--- config.mk ---
export PLATFORM = sky130hd
export DESIGN_NAME = pkt_ff_wr_ctrl
export DESIGN_NICKNAME = d
export VERILOG_FILES = /design/src/rtl/pkt_ff_wr_ctrl.sv
export SDC_FILE = /design/constraint.sdc
export NUM_CORES = 1
export LEC_CHECK = 0
export CELL_PAD_IN_SITES_DETAIL_PLACEMENT = 0
export CELL_PAD_IN_SITES_GLOBAL_PLACEMENT = 1
export CORE_AREA = 2 2 134 136
export CTS_BUF_LIST = sky130_fd_sc_hd__clkbuf_16
export CTS_CLUSTER_DIAMETER = 80
export DETAILED_ROUTE_END_ITERATION = 8
export DIE_AREA = 0 0 136 138
export PLACE_DENSITY_LB_ADDON = 0.25
export SYNTH_ARGS = -nofsm -noshare
export SYNTH_HDL_FRONTEND = slang
export SYNTH_SLANG_ARGS = --single-unit
--- constraint.sdc ---
create_clock -name clk -period 3.7 [get_ports clk]
set_input_delay 1.11 -clock clk [delete_from_list [all_inputs] [get_ports clk]]
set_output_delay 1.11 -clock clk [all_outputs]
set_load 0.005 [all_outputs]
--- src/rtl/pkt_ff_wr_ctrl.sv ---
// pkt_ff_wr_ctrl: write-side ingress controller for the async packet FIFO.
// It checks the sop/eop framing of a raw word stream that has no backpressure,
// tracks free space against a synchronized read pointer, and writes accepted
// words into FIFO memory. Any packet that overflows, carries an error or
// breaks framing is aborted. The abort makes pkt_ff_wptr rewind to the
// packet's SOP, so a partial packet is never committed.
//
// Ports:
//   clk, rst_n                      write clock, async active-low reset
//   in_valid/sop/eop/error, in_data ingress word and its qualifiers
//   rptr_gry                        gray read pointer (read clock domain)
//   ff_valid/sop/eop/error          to pkt_ff_wptr (error = abort/rewind)
//   mem_wr_en/waddr/wdata           FIFO memory write port
//   full, fill                      space as seen by the write side
//   drop_cnt, frm_err_cnt           saturating statistics counters
module pkt_ff_wr_ctrl #(
  parameter int PTR_W  = 8,
  parameter int DATA_W = 32,
  parameter int CNT_W  = 16
) (
  input  logic              clk,
  input  logic              rst_n,
  input  logic              in_valid,
  input  logic              in_sop,
  input  logic              in_eop,
  input  logic              in_error,
  input  logic [DATA_W-1:0] in_data,
  input  logic [PTR_W-1:0]  rptr_gry,
  output logic              ff_valid,
  output logic              ff_sop,
  output logic              ff_eop,
  output logic              ff_error,
  output logic              mem_wr_en,
  output logic [PTR_W-1:0]  mem_waddr,
  output logic [DATA_W-1:0] mem_wdata,
  output logic              full,
  output logic [PTR_W-1:0]  fill,
  output logic [CNT_W-1:0]  drop_cnt,
  output logic [CNT_W-1:0]  frm_err_cnt
);

  typedef enum logic [1:0] {IDLE, PKT, DROP} state_t;

  state_t             state;
  logic [PTR_W-1:0]   rptr_s1, rptr_s2, rptr_bin;
  logic [PTR_W-1:0]   wr_bin, sop_bin, wr_inc;

  // Two-flop synchronizer on the gray read pointer.
  always_ff @(posedge clk or negedge rst_n) begin
    if (!rst_n) begin
      rptr_s1 <= '0;
      rptr_s2 <= '0;
    end else begin
      rptr_s1 <= rptr_gry;
      rptr_s2 <= rptr_s1;
    end
  end

  // Gray to binary: each binary bit is the XOR of all gray bits at or above it.
  always_comb begin
    rptr_bin = '0;
    for (int i = 0; i < PTR_W; i++) rptr_bin[i] = ^(rptr_s2 >> i);
  end

  // full and fill come from registered state only. The synchronized rptr
  // lags the real one, so full can only be pessimistic.
  assign wr_inc = wr_bin + PTR_W'(1);
  assign full   = (wr_inc == rptr_bin);
  assign fill   = wr_bin - rptr_bin;

  always_ff @(posedge clk or negedge rst_n) begin
    if (!rst_n) begin
      state       <= IDLE;
      wr_bin      <= '0;
      sop_bin     <= '0;
      ff_valid    <= 1'b0;
      ff_sop      <= 1'b0;
      ff_eop      <= 1'b0;
      ff_error    <= 1'b0;
      mem_wr_en   <= 1'b0;
      mem_waddr   <= '0;
      mem_wdata   <= '0;
      drop_cnt    <= '0;
      frm_err_cnt <= '0;
    end else begin
      ff_valid  <= 1'b0;
      ff_sop    <= 1'b0;
      ff_eop    <= 1'b0;
      ff_error  <= 1'b0;
      mem_wr_en <= 1'b0;
      if (in_valid) begin
        if (state == PKT) begin
          if (in_sop || in_error || full) begin
            // Abort: the offending word is not written. wr_bin rewinds now,
            // so a SOP in the next cycle reuses the aborted packet's slots.
            ff_valid <= 1'b1;
            ff_error <= 1'b1;
            wr_bin   <= sop_bin;
            if (drop_cnt != '1) drop_cnt <= drop_cnt + CNT_W'(1);
            if (in_sop && frm_err_cnt != '1) frm_err_cnt <= frm_err_cnt + CNT_W'(1);
            state <= in_eop ? IDLE : DROP;
          end else begin
            ff_valid  <= 1'b1;
            ff_eop    <= in_eop;
            mem_wr_en <= 1'b1;
            mem_waddr <= wr_bin;
            mem_wdata <= in_data;
            wr_bin    <= wr_inc;
            if (in_eop) state <= IDLE;
          end
        end else if (in_sop) begin
          // A SOP seen in IDLE, or a SOP that resyncs out of DROP.
          if (state == DROP && frm_err_cnt != '1) frm_err_cnt <= frm_err_cnt + CNT_W'(1);
          if (in_error || full) begin
            if (drop_cnt != '1) drop_cnt <= drop_cnt + CNT_W'(1);
            state <= in_eop ? IDLE : DROP;
          end else begin
            sop_bin   <= wr_bin;
            ff_valid  <= 1'b1;
            ff_sop    <= 1'b1;
            ff_eop    <= in_eop;
            mem_wr_en <= 1'b1;
            mem_waddr <= wr_bin;
            mem_wdata <= in_data;
            wr_bin    <= wr_inc;
            state     <= in_eop ? IDLE : PKT;
          end
        end else if (state == IDLE) begin
          // A word outside any packet is a framing error.
          if (frm_err_cnt != '1) frm_err_cnt <= frm_err_cnt + CNT_W'(1);
        end else if (in_eop) begin
          state <= IDLE;
        end
      end
    end
  end

endmodule
Word level (Yosys, flattened, before mapping)

Index checks and enable logic that the tools add are counted.

Bits in registers: 111
Output and inout bits: 86
Input bits: 46

Equality and inequality tests: 11
Reductions and logical operators: 24
Muxes and demuxes: 49
Add/sub/neg operators: 4
Bitwise logic cells: 2

Operators with widths:

| operator                | count |
|---|---|
| $mux W16                | 12 |
| $mux W32                | 4 |
| $mux W8                 | 8 |
| $reduce_xor A8 Y1       | 8 |
| $add A16 B1 Y16 const B | 2 |
| $ne A16 B16 Y1 const B  | 2 |
| $mux W1                 | 18 |
| $mux W2                 | 7 |
| $reduce_and A4 Y1       | 3 |
| $add A8 B1 Y8 const B   | 1 |
| $eq A8 B8 Y1            | 1 |
| $sub A8 B8 Y8           | 1 |
| $reduce_and A6 Y1       | 1 |
| $reduce_bool A3 Y1      | 2 |
| $ne A2 B1 Y1 const B    | 2 |
| $ne A2 B2 Y1 const B    | 2 |
| $reduce_bool A2 Y1      | 2 |
| $logic_or A1 B1 Y1      | 3 |
| $ne A3 B1 Y1 const B    | 1 |
| $ne A3 B3 Y1 const B    | 1 |
| $reduce_and A3 Y1       | 1 |
| $eq A2 B1 Y1 const B    | 1 |
| $eq A2 B2 Y1 const B    | 1 |
| $logic_and A1 B1 Y1     | 2 |
| other kinds (3)         | 4 |

Logic depth before layout (Yosys ltp)

Word-level depth: 7
Gate-level depth with buffers: 13

Least setup slack after synthesis

OpenSTA, ideal clock, no wires.

Path type: register -> output
From: reg rptr_s2[7]
To: out fill[6]
Slack: -162 ps
Path buffers: 0
Arrival: 2752 ps
Stages on the path, launching flop included: 13
Path through: dfrtp_1 -> xnor3_2 -> xor3_1 -> xor2_1 -> ha_1 -> inv_1 -> fa_1 -> nand2_1 -> nand2_1 -> a21oi_1 -> o21bai_1 -> a21oi_1 -> xnor2_1

Cells in the longest elaborated chain, start to end: 2
Elaborated cells between the ends (all ways): 8
Those cells by class: add/sub: 1; reduce/logical: 7

RTL lines:

| what                   | line | text |
|---|---|---|
| start, declared        | 45   | `logic [PTR_W-1:0] rptr_s1, rptr_s2, rptr_bin;` |
| start signal, assigned | 55   | `rptr_s2 <= rptr_s1;` |
| $reduce_xor A8 Y1      | 62   | `for (int i = 0; i < PTR_W; i++) rptr_bin[i] = ^(rptr_s2 >> i);` |
| $sub A8 B8 Y8 *        | 69   | `assign fill = wr_bin - rptr_bin;` |
| end, declared          | 37   | `output logic [PTR_W-1:0] fill,` |

Mark *: on every way between the ends. The rest lies on a longest branch, timed or not.

Final worst setup path

Ends and elaborated chain as after synthesis.

==> flow_metrics.py <==
metrics = {
    "pwr": {
        "p_total_w": 0.00441,
        "power_frac_seq": 0.374,
        "power.density_nw_per_um2": 598,
        "p_int_w": 0.00304,
        "p_sw_frac": 0.310,
        "ir_worst_vdd_mv": 0.326,
        "p_clk_frac": 0.229,
        "combPwrFrac": 0.397,
        "p_leak_nw": 3.21,
        "p_sw_w": 0.00137,
    },
    "placed_design": {
        "dp_hpwl_mm": 9.10,
        "dpl_cell_area_um2": 7020,
        "routabilityCongestion": 0.804,
        "port_buffers": 131,
    },
    "route": {
        "vias": 3872,
        "wirelength_mm": 12.5,
        "vias_per_cell": 4.58,
        "ant_nets": 0,
        "drcViolationCount": 0,
        "wl_per_cell_um": 14.8,
        "first_pass_iters": 5,
        "dr.first_iter.drc_count": 136,
    },
    "synth": {
        "synth_xor_area_frac": 0.106,
        "synth_top_family_by_area": "multiplexers",
        "synthTopCellsByArea": "dfrtp_1 (54%), mux2_2 (10%), xnor2_1 (5.5%), xor2_1 (2.9%), ha_1 (2.4%)",
        "muxShareOfSynthArea": 0.113,
        "synthFlopType": "dfrtp_1",
        "synth_cell_types": 50,
        "yosysTopAreaCell": "dfrtp_1",
        "syn_area_per_cell_um2": 11.8,
        "synth_compound_area_frac": 0.0698,
        "synth-seq-area-share": 0.541,
        "synth_cells": 433,
        "syn-num-nets": 490,
        "synth_top_area_share": 0.541,
        "synth_warnings": 0,
        "synth_fa_ha_area_frac": 0.0302,
        "synth_edf_count": 0,
        "ys_ff_latch": 111,
        "async_flop_share": 1.00,
        "synthesis.area_um2": 5130,
        "synth-simple-area-share": 0.112,
    },
    "global_route": {
        "grt_max_degree": 62,
        "first_global_vias": 4048,
        "grt_pass1_wl_mm": 20.4,
        "antenna_found_initial": 0,
        "grtUsageTotal": 0.138,
        "overflow": 0,
    },
    "clock_tree": {
        "cts_htree_levels": 3,
        "path_clk_slew_ns": 0.07,
        "cts_buffers": 9,
        "clock_latency_ns": 0.35,
        "cts_tree": "yes",
        "root_buffer": "clkbuf_16",
        "cts_buffer_depth": 2,
        "clock_sinks": 111,
        "hold_buffers": 0,
    },
    "floorplan": {
        "row_count": 49,
        "initial_core_util": 0.293,
        "dieArea_um2": 18800,
        "die_h_um": 138,
        "pin_count": 132,
        "die_w_um": 136,
        "coreArea_um2": 17500,
    },
    "layout": {
        "drive_above_1_share": 0.237,
        "n_antenna_cell": 0,
        "final_core_util": 0.421,
        "final_common_cell": "clkdlybuf4s50_1",
        "design_area_um2": 7370,
        "num-nets-final": 669,
        "n_fill_cell": 1724,
        "area_growth_syn_to_layout_pct": 43.7,
        "final_cell_mix": "clkdlybuf4s50_1 (121), dfrtp_1 (110), buf_4 (49), mux2_2 (47), xnor2_1 (31)",
    },
    "timing": {
        "finClkSkew_ns": 0.0141,
        "layout_setup_ws_ns": -0.436,
        "post-route-period-util": 1.12,
        "maxSlewViolCount": 0,
        "hold_violations": 0,
        "finalCriticalPeriod_ns": 4.14,
        "maxSlewHeadroom": 0.539,
        "rsz0062_at_grt": "true",
        "worst_pin_slew_ns": 0.692,
        "fmax_mhz": 242,
        "finalSetupViolCount": 7,
    },
    "run": {
        "maxCapViolCount": 0,
    },
    "setup_path": {
        "required_ns": 2.59,
        "arrival_ns": 3.03,
        "critPathLaunchType": "register",
        "reg2reg_slack_ns": 0.27,
        "endpoint_kind": "output pin",
        "crit_type": "register to output pin",
        "worstPathMaxFanout": 2,
    },
    "outcome": {
        "violations": "negative setup slack",
        "outcome": "complete, but fails checks",
    },
    "min_path": {
        "hp-class": "register to register",
    },
}
## Yosys cell counts, types with 4 or more instances
cell and number:
mux2i_1 4, xnor2_1 32, inv_1 17, dfrtp_1 111, xor2_1 17, buf_2 8
and3_1 7, nor3_1 9, o21ai_0 24, ha_1 10, nor2b_1 5, a21oi_1 21
mux2_2 47, nand4_1 12, nor2_1 19, nand2_1 28, nand3_1 14
## worst paths after layout
check | start | end | cells past startpoint
setup reg to reg | rptr_s2[7] | mem_wdata[5] | 13
max in group asynchronous | rst_n | rptr_s2[4] | 2
hold / removal | rptr_s1[4] | rptr_s2[4] | 0
hold reg to reg | rptr_s1[4] | rptr_s2[4] | 0
min in group asynchronous | rst_n | rptr_s1[6] | 1
setup / recovery | rptr_s2[7] | fill[6] | 13
## layer usage
metal  track usage  vias up  wire length [um]
met2         0.240       87              6430
met3        0.0330       10               562
li1              -     1871                 -
met4        0.0461        0               180
met5             0        -                 0
met1         0.167     1904              5340
## critical path, cell delays in order, from the launching register on
cell	delay [ns]
dfrtp_1	0.40
xnor3_2	0.39
xor3_1	0.40
xor2_1	0.15
ha_2	0.19
inv_2	0.04
fa_2	0.35
nand2_2	0.08
nand2_2	0.06
a21oi_2	0.13
o21bai_1	0.08
a21oi_1	0.18
xnor2_1	0.13
buf_2	0.12
## what timing repair did
item,CTS,global route
pin swaps,12,2
resized for setup,25,14
setup buffers,4,1
setup endpoints to repair,9,8
## logic make-up after synthesis
logic type | after synthesis
buffers and inverters | 31
XOR/XNOR | 54
AND/OR/NAND/NOR | 111
adder cells (fa/ha/maj) | 12
flip-flops | 111
AO/OA/AOI/OAI | 62
multiplexers | 52
## metrics by stage
stage | cells | setup slack [ns] | setup TNS [ns] | hold WS (ns)
floorplan | 433 | -0.0164 | -0.0164 | 0.331
global placement | 825 | -0.467 | -1.88 | 0.335
detailed placement | 825 | -0.484 | -1.96 | 0.336
CTS | 845 | -0.460 | -2.50 | 0.349
global route | 846 | -0.625 | -2.92 | 0.347
finish | 846 | -0.436 | -1.57 | 0.343
## state kept, by name, indices dropped and copies added (netlist names), 2 cells and up
| name | cells |
|---|---|
| mem_waddr | 8 |
| mem_wdata | 32 |
| sop_bin | 8 |
| frm_err_cnt | 16 |
| rptr_s2 | 8 |
| wr_bin | 8 |
| state | 2 |
| rptr_s1 | 8 |
| drop_cnt | 16 |
## power by group through the flow
stage / sequential, W / clock, W / combinational, W
2_1_floorplan: 0.00167 / 0 / 0.000728
3_3_place_gp: 0.00166 / 0 / 0.00175
3_5_place_dp: 0.00167 / 0 / 0.00177
4_1_cts: 0.00165 / 0.00105 / 0.00177
5_1_grt: 0.00168 / 0.00111 / 0.00192
6_report: 0.00165 / 0.00101 / 0.00175
## layout make-up
| type | instances | area [um2] | area share |
|---|---|---|---|
| clock inverters | 7 | 80.1 | 0.0109 |
| inverters | 18 | 67.6 | 0.00916 |
| well taps | 229 | 287 | 0.0389 |
| repair buffers | 181 | 1670 | 0.227 |
| flip-flops and latches | 111 | 2780 | 0.377 |
| clock buffers | 9 | 225 | 0.0305 |
| multi-input cells | 291 | 2260 | 0.307 |
Power figures use the tool's default switching activity.
